File: config.mk
export PLATFORM = sky130hd
export DESIGN_NAME = spi_slave_rx_mode3_flat
export DESIGN_NICKNAME = d
export VERILOG_FILES = /design/src/rtl/spi_slave_rx_mode3_if.sv /design/src/rtl/spi_slave_rx_mode3.sv /design/src/flat_wrapper.sv
export SDC_FILE = /design/constraint.sdc
export NUM_CORES = 1
export LEC_CHECK = 0
export CELL_PAD_IN_SITES_DETAIL_PLACEMENT = 1
export CELL_PAD_IN_SITES_GLOBAL_PLACEMENT = 1
export CORE_MARGIN = 10
export CORE_UTILIZATION = 43
export DETAILED_ROUTE_END_ITERATION = 10
export PLACE_DENSITY = 0.85
export SYNTH_ARGS = -nofsm -noshare
export SYNTH_HDL_FRONTEND = slang
export SYNTH_SLANG_ARGS = --single-unit
File: constraint.sdc
create_clock -name In_clk -period 2.1 [get_ports In_clk]
set_input_delay 0.315 -clock In_clk [delete_from_list [all_inputs] [get_ports In_clk]]
set_output_delay 0.315 -clock In_clk [all_outputs]
set_load 0.02 [all_outputs]
File: src/rtl/spi_slave_rx_mode3_if.sv
// SPI mode-3 slave receive bundle: serial pins in, received words and status out.
interface spi_slave_rx_mode3_if #(
    parameter int DATA_WIDTH = 8
);
    logic                  In_spi_cs_n;
    logic                  In_spi_sclk;
    logic                  In_spi_mosi;
    logic [DATA_WIDTH-1:0] Out_rx_data;
    logic                  Out_rx_valid;
    logic                  Out_rx_busy;
    logic                  Out_rx_err;

    modport slave (
        input  In_spi_cs_n,
        input  In_spi_sclk,
        input  In_spi_mosi,
        output Out_rx_data,
        output Out_rx_valid,
        output Out_rx_busy,
        output Out_rx_err
    );

    modport master (
        output In_spi_cs_n,
        output In_spi_sclk,
        output In_spi_mosi,
        input  Out_rx_data,
        input  Out_rx_valid,
        input  Out_rx_busy,
        input  Out_rx_err
    );
endinterface

File: src/rtl/spi_slave_rx_mode3.sv
// SPI mode-3 (CPOL=1, CPHA=1) MSB-first slave receiver. Pins are synchronised
// into In_clk, SCLK rises shift MOSI in, and each completed word is presented
// with a one-cycle valid strobe. A CS release mid-word gives a one-cycle error.
module spi_slave_rx_mode3 #(
    parameter int DATA_WIDTH  = 8,
    parameter int SYNC_STAGES = 2
) (
    input  logic                 In_clk,
    input  logic                 In_rst,
    spi_slave_rx_mode3_if.slave  spi
);
    localparam int CW = $clog2(DATA_WIDTH) + 1;

    typedef enum logic {IDLE, RECV} state_t;

    state_t state, state_nxt;

    logic [SYNC_STAGES-1:0] cs_sync_p0, sclk_sync_p0, mosi_sync_p0;
    logic                   sclk_prev_p1;
    logic                   cs_s, sclk_s, mosi_s, sclk_rise;

    logic [CW-1:0]          bit_cnt, bit_cnt_nxt;
    logic [DATA_WIDTH-1:0]  shift_reg, shift_nxt;
    logic [DATA_WIDTH-1:0]  rx_data, rx_data_nxt;
    logic                   rx_valid, rx_valid_nxt;
    logic                   rx_err, rx_err_nxt;
    logic                   rx_busy, rx_busy_nxt;

    // Synchroniser chains plus one SCLK history flop; reset levels match the idle bus so no false rise appears
    always_ff @(posedge In_clk) begin
        if (In_rst) begin
            cs_sync_p0   <= '1;
            sclk_sync_p0 <= '1;
            mosi_sync_p0 <= '0;
            sclk_prev_p1 <= 1'b1;
        end else begin
            cs_sync_p0   <= {cs_sync_p0[SYNC_STAGES-2:0], spi.In_spi_cs_n};
            sclk_sync_p0 <= {sclk_sync_p0[SYNC_STAGES-2:0], spi.In_spi_sclk};
            mosi_sync_p0 <= {mosi_sync_p0[SYNC_STAGES-2:0], spi.In_spi_mosi};
            sclk_prev_p1 <= sclk_sync_p0[SYNC_STAGES-1];
        end
    end

    assign cs_s      = cs_sync_p0[SYNC_STAGES-1];
    assign sclk_s    = sclk_sync_p0[SYNC_STAGES-1];
    assign mosi_s    = mosi_sync_p0[SYNC_STAGES-1];
    assign sclk_rise = sclk_s & ~sclk_prev_p1;

    // FSM state register
    always_ff @(posedge In_clk) begin
        if (In_rst) begin
            state <= IDLE;
        end else begin
            state <= state_nxt;
        end
    end

    // Next-state and datapath decisions; CS release outranks a coincident SCLK rise
    always_comb begin
        state_nxt    = state;
        bit_cnt_nxt  = bit_cnt;
        shift_nxt    = shift_reg;
        rx_data_nxt  = rx_data;
        rx_valid_nxt = 1'b0;
        rx_err_nxt   = 1'b0;
        case (state)
            IDLE: begin
                if (!cs_s) begin
                    state_nxt   = RECV;
                    bit_cnt_nxt = '0;
                    shift_nxt   = '0;
                end
            end
            RECV: begin
                if (cs_s) begin
                    state_nxt   = IDLE;
                    rx_err_nxt  = (bit_cnt != '0);
                    bit_cnt_nxt = '0;
                end else if (sclk_rise) begin
                    shift_nxt = {shift_reg[DATA_WIDTH-2:0], mosi_s};
                    if (bit_cnt == CW'(DATA_WIDTH - 1)) begin
                        rx_data_nxt  = {shift_reg[DATA_WIDTH-2:0], mosi_s};
                        rx_valid_nxt = 1'b1;
                        bit_cnt_nxt  = '0;
                    end else begin
                        bit_cnt_nxt = bit_cnt + CW'(1);
                    end
                end
            end
            default: begin
                state_nxt   = IDLE;
                bit_cnt_nxt = '0;
            end
        endcase
        rx_busy_nxt = (state_nxt == RECV);
    end

    // Registered counter, shifter and outputs; reset drops any frame in progress silently
    always_ff @(posedge In_clk) begin
        if (In_rst) begin
            bit_cnt   <= '0;
            shift_reg <= '0;
            rx_data   <= '0;
            rx_valid  <= 1'b0;
            rx_err    <= 1'b0;
            rx_busy   <= 1'b0;
        end else begin
            bit_cnt   <= bit_cnt_nxt;
            shift_reg <= shift_nxt;
            rx_data   <= rx_data_nxt;
            rx_valid  <= rx_valid_nxt;
            rx_err    <= rx_err_nxt;
            rx_busy   <= rx_busy_nxt;
        end
    end

    assign spi.Out_rx_data  = rx_data;
    assign spi.Out_rx_valid = rx_valid;
    assign spi.Out_rx_busy  = rx_busy;
    assign spi.Out_rx_err   = rx_err;
endmodule

File: src/flat_wrapper.sv
// flat-port wrapper written by rule: the top's interface ports become plain ports
module spi_slave_rx_mode3_flat 
#(
    parameter int DATA_WIDTH  = 8,
    parameter int SYNC_STAGES = 2
)
  (In_clk, In_rst, spi_In_spi_cs_n, spi_In_spi_sclk, spi_In_spi_mosi, spi_Out_rx_data, spi_Out_rx_valid, spi_Out_rx_busy, spi_Out_rx_err);
  spi_slave_rx_mode3_if #(.DATA_WIDTH(DATA_WIDTH)) spi_i ();
  input  logic In_clk;
  input  logic In_rst;
  input wire logic [$bits(spi_i.In_spi_cs_n)-1:0] spi_In_spi_cs_n;
  input wire logic [$bits(spi_i.In_spi_sclk)-1:0] spi_In_spi_sclk;
  input wire logic [$bits(spi_i.In_spi_mosi)-1:0] spi_In_spi_mosi;
  output wire logic [$bits(spi_i.Out_rx_data)-1:0] spi_Out_rx_data;
  output wire logic [$bits(spi_i.Out_rx_valid)-1:0] spi_Out_rx_valid;
  output wire logic [$bits(spi_i.Out_rx_busy)-1:0] spi_Out_rx_busy;
  output wire logic [$bits(spi_i.Out_rx_err)-1:0] spi_Out_rx_err;
  assign spi_i.In_spi_cs_n = spi_In_spi_cs_n;
  assign spi_i.In_spi_sclk = spi_In_spi_sclk;
  assign spi_i.In_spi_mosi = spi_In_spi_mosi;
  assign spi_Out_rx_data = spi_i.Out_rx_data;
  assign spi_Out_rx_valid = spi_i.Out_rx_valid;
  assign spi_Out_rx_busy = spi_i.Out_rx_busy;
  assign spi_Out_rx_err = spi_i.Out_rx_err;
  spi_slave_rx_mode3 #(.DATA_WIDTH(DATA_WIDTH), .SYNC_STAGES(SYNC_STAGES)) u_core (.In_clk(In_clk), .In_rst(In_rst), .spi(spi_i));
endmodule
# ---- Word level (Yosys, flattened, before mapping)
# Index checks and enable logic that the tools add are counted.
dict set report totals {
  regBits 29
  latch_bits 0
  ram_bits 0
  rom_bits 0
  inputBits 5
  out_inout_bits 11
  elab_cells 38
  memories 0
}
dict set report classes {
  add_sub_neg 1
  multipliers 0
  div 0
  magnitude_cmp 0
  n_eq_ne 5
  shifts 0
  muxes 11
  bitwise 5
  n_reduce_logical 6
}
# operator count
set ops {}
lappend ops {{7-bit 2-to-1 mux} 3}
lappend ops {{4-bit 2-to-1 mux} 4}
lappend ops {{7-bit case mux with 2 select lines} 1}
lappend ops {{4-bit case mux with 2 select lines} 1}
lappend ops {{4-bit by 1-bit adder with 4-bit output (second input constant)} 1}
lappend ops {{4-bit by 3-bit equality test with 1-bit output (second input constant)} 1}
lappend ops {{2-bit inequality test (second input constant)} 2}
lappend ops {{1-bit NOT} 4}
lappend ops {{4-bit AND reduction} 1}
lappend ops {{4-bit nonzero test} 1}
lappend ops {{4-bit OR reduction} 1}
lappend ops {{3-bit by 1-bit inequality test with 1-bit output (second input constant)} 1}
lappend ops {{3-bit AND reduction} 1}
lappend ops {{3-bit OR reduction} 1}
lappend ops {{1-bit 2-to-1 mux} 2}
lappend ops {{2-bit by 1-bit inequality test with 1-bit output (second input constant)} 1}
lappend ops {{2-bit AND reduction} 1}
lappend ops {{1-bit AND} 1}

# ---- Depth between registers and ports, before layout
dict set report logic_depth {
  depth_word 5
  depth_mapped 5
  depth_no_buf 5
}

# ---- Worst setup path before layout
# No wires, ideal clock.
dict set report synth_path {
  kind {register to register}
  startpoint {reg u_core.state}
  endpoint {reg u_core.rx_data[1], in the netlist u_core.spi.Out_rx_data[1]}
  setup_ps 128
  arrival_time_ps 1284
  required_time_ps 1972
  setup_slack_ps 688
  stages_incl_launch_ff 5
  path_buffers 0
  period_less_slack_ps 1412
  path_cell_list {dfxtp_1 nand2b_4 nor3_4 mux2i_1 nor2_1}
}
dict set report synth_via {
  elab_chain_len 1
}
# item line_no
set synth_rtl {}
lappend synth_rtl {{start, declared} spi_slave_rx_mode3.sv:16} ;# state_t state, state_nxt;
lappend synth_rtl {{start signal, assigned} spi_slave_rx_mode3.sv:54} ;# state <= state_nxt;
lappend synth_rtl {{4-bit AND reduction (no source line)} n/a}
lappend synth_rtl {{end signal, assigned} spi_slave_rx_mode3.sv:110} ;# rx_data <= rx_data_nxt;
lappend synth_rtl {{end, declared} spi_slave_rx_mode3.sv:24} ;# logic [DATA_WIDTH-1:0] rx_data, rx_data_nxt;
# Every way passes these cells.
# A chain may end at the register's enable or synchronous reset.

==> summary.txt <==
wire per inst: 15.77 µm
Cells after Synth: 105
antenna cells: 0
GRT overflow: 0
# nets final: 131
R2R cell count: 5
CTS HTree Levels: 2
# DRC: 0
Final Max Tran Viols: 0
largest net degree at the start of global routing: 30
Worst Slack Setup Final: 0.3395 ns
#FFs+latches synth: 29
Die Ht: 70.03 µm
Total Wirelength: 2445 µm
CP Class: reg2out
Worst Hold Class: reg2reg
Hold Slack: 0.4326 ns
Max Cap Viol: 0
CP cell instances: clkdlybuf4s50_1
setup_tns: 0 ns
RSZ-0062 raised after global routing: no
CP max FO: 6
Die X: 70.03 µm
endpoint class of the critical path: primary output
initial core utilization: 44.24%
CP Launch Type: flop
Non-Filler Instances: 155
leakage: 0.5545 nW
final period utilization: 83.83%
post_cts resized: 0
drt via density: 5.187
register area share after synthesis: 53.95%
post-route ant nets: 0
num rows: 18
clk sink count: 29
hold path startpoint: u_core.sclk_sync_p0[0]$_SDFF_PP1_
yosys warns: 0
Top delay family on crit path: buffers and inverters
WP data required: 1.78 ns
initial DRC count: 37
synth unique cells: 26
first-pass GRT wire length: 4181 µm
worst slack, placed: 0.4240 ns
initial antenna violation count: 0
CTS tree: yes
share of cells above drive strength 1: 10.40%
Period minus WS final: 1.760 ns
Core Area: 2432 µm²
Fin. Hold Viols: 0
routability cong.: 0.6572
area grow syn2layout: 26.16%
crit-path max cell delay: 0.66 ns
WP data arrival: 1.45 ns
worst path bufs/invs: 1
vias in the first global route: 894
Top-Level Pins: 16
Crit path depth: 1
post-DP HPWL: 1729 µm
clk slew on worst S/H paths: 0.09 ns
Crit-path slowest cell: clkdlybuf4s50_1
PD cells: 851.9 nW/µm²
root buffer cell: clkbuf_4
routed vias: 804
router iterations before antenna repair: 4
Worst Setup SP: u_core.state$_SDFF_PP0_
worst clock skew: 0.009773 ns
average size of a mapped cell: 10.25 µm²
fmax: 568.0 MHz
CTS Hold Bufs: 0
clk_lat worst skew: 0.33 ns
Fillers: 279
mapped cell area: 1076 µm²
PortBufs: 15
post-CTS setup-driven buffer insertion count: 0
worst reg2reg startpoint: u_core.bit_cnt[1]$_SDFFE_PP0P_
status: completed
gr usage total: 10.79%
Slew @ Worst Pin: 0.5359 ns
# setup viols final: 0
peak supply drop: 588.9 µV
# placed instances: 147
worst relative slew slack: 64.16%
max reg flops: 8
number of buffers created by CTS: 5
syn nets: 112
die area: 4904 µm²
hold path depth: 1
Clock Path Buffers: 2
area by class of cell:
type	count	area (µm²)	area share, %
clock buffers	5	37.54	2.765
flip-flops and latches	29	580.6	42.77
multi-input cells	70	471.7	34.75
repair buffers	16	157.7	11.61
well taps	30	37.54	2.765
clock inverters	3	65.06	4.793
inverters	2	7.507	0.5530
synthesized netlist by cell type:
| cell | number | area share, % |
|---|---|---|
| o21ai_1 | 2 | 0.93 |
| a21o_1 | 1 | 0.70 |
| dfxtp_1 | 29 | 54 |
| or2_1 | 5 | 2.9 |
| nand2_1 | 5 | 1.7 |
| nor4_1 | 1 | 0.58 |
| a22oi_1 | 8 | 5.6 |
| a21oi_1 | 2 | 0.93 |
| clkbuf_1 | 3 | 1.0 |
| nor2b_1 | 3 | 1.7 |
| nand3_1 | 1 | 0.46 |
| and4bb_1 | 1 | 1.2 |
| and3b_1 | 1 | 0.81 |
| and3_1 | 1 | 0.58 |
| mux2i_1 | 8 | 7.4 |
| nor2_1 | 21 | 7.3 |
| ha_1 | 2 | 2.3 |
| nor3_4 | 1 | 1.5 |
| buf_2 | 1 | 0.46 |
| nand2b_1 | 1 | 0.58 |
| and2_1 | 1 | 0.58 |
| a211oi_1 | 1 | 0.70 |
| a221oi_1 | 1 | 0.81 |
| inv_1 | 2 | 0.70 |
| nand3b_4 | 1 | 1.9 |
| nand2b_4 | 2 | 2.6 |
routing by layer:
metal | vias up | GRT usage (%) | share of wire (%)
met5 | - | 0 | 0
li1 | 393 | - | -
met3 | 8 | 5.932 | 6.5
met2 | 13 | 18.93 | 52
met4 | 0 | 5.921 | 3.4
met1 | 390 | 9.620 | 38
report_power, final:
part	leakage (nW)	switching (W)	internal (W)
Clock	0.0552	0.000196	0.000369
Sequential	0.235	0.00000497	0.000556
Combinational	0.264	0.0000157	0.0000151
cell usage in the layout (no fill, tap or decap), types with 2 or more instances in the layout:
cell             instances
a21oi_1                  2
a22oi_1                  8
bufinv_16                2
clkbuf_4                 5
clkdlybuf4s50_1         15
dfxtp_1                 29
ha_1                     2
inv_1                    2
mux2i_1                  8
nand2_1                  5
nand2b_4                 2
nor2_1                  21
nor2b_1                  3
o21ai_1                  2
or2_1                    5
final timing paths:
path                                             to  slack, ns
max                                 spi_Out_rx_busy       0.34
min               u_core.sclk_sync_p0[1]$_SDFF_PP1_       0.43
max reg2reg  u_core.spi.Out_rx_data[5]$_SDFFE_PP0P_       0.43
min reg2reg       u_core.sclk_sync_p0[1]$_SDFF_PP1_       0.43
stage by stage:
stage	cell area [µm²]	util, %	total power [W]
2_1_floorplan	1076	-	0.0005900
3_3_place_gp	1255	51.59	0.0006031
3_5_place_dp	1255	51.59	0.0006046
4_1_cts	1358	55.81	0.001176
5_1_grt	1358	55.81	0.001206
6_report	1358	55.81	0.001156
cells by family (layout without fill, tap and decap cells):
group | after synthesis | after routing | synth area share, %
buffers and inverters | 6 | 26 | 2.209
flip-flops | 29 | 29 | 53.95
AO/OA/AOI/OAI | 15 | 15 | 9.652
AND/OR/NAND/NOR | 45 | 45 | 24.42
multiplexers | 8 | 8 | 7.442
adder cells (fa/ha/maj) | 2 | 2 | 2.325
worst register-to-register path: stages (launching register included):
cell      delay (ns)
dfxtp_1         0.41
ha_1            0.25
nand3b_4        0.11
nor3_4          0.43
mux2i_1         0.30
nor2_1          0.06
(Power assumes the default switching activity.)
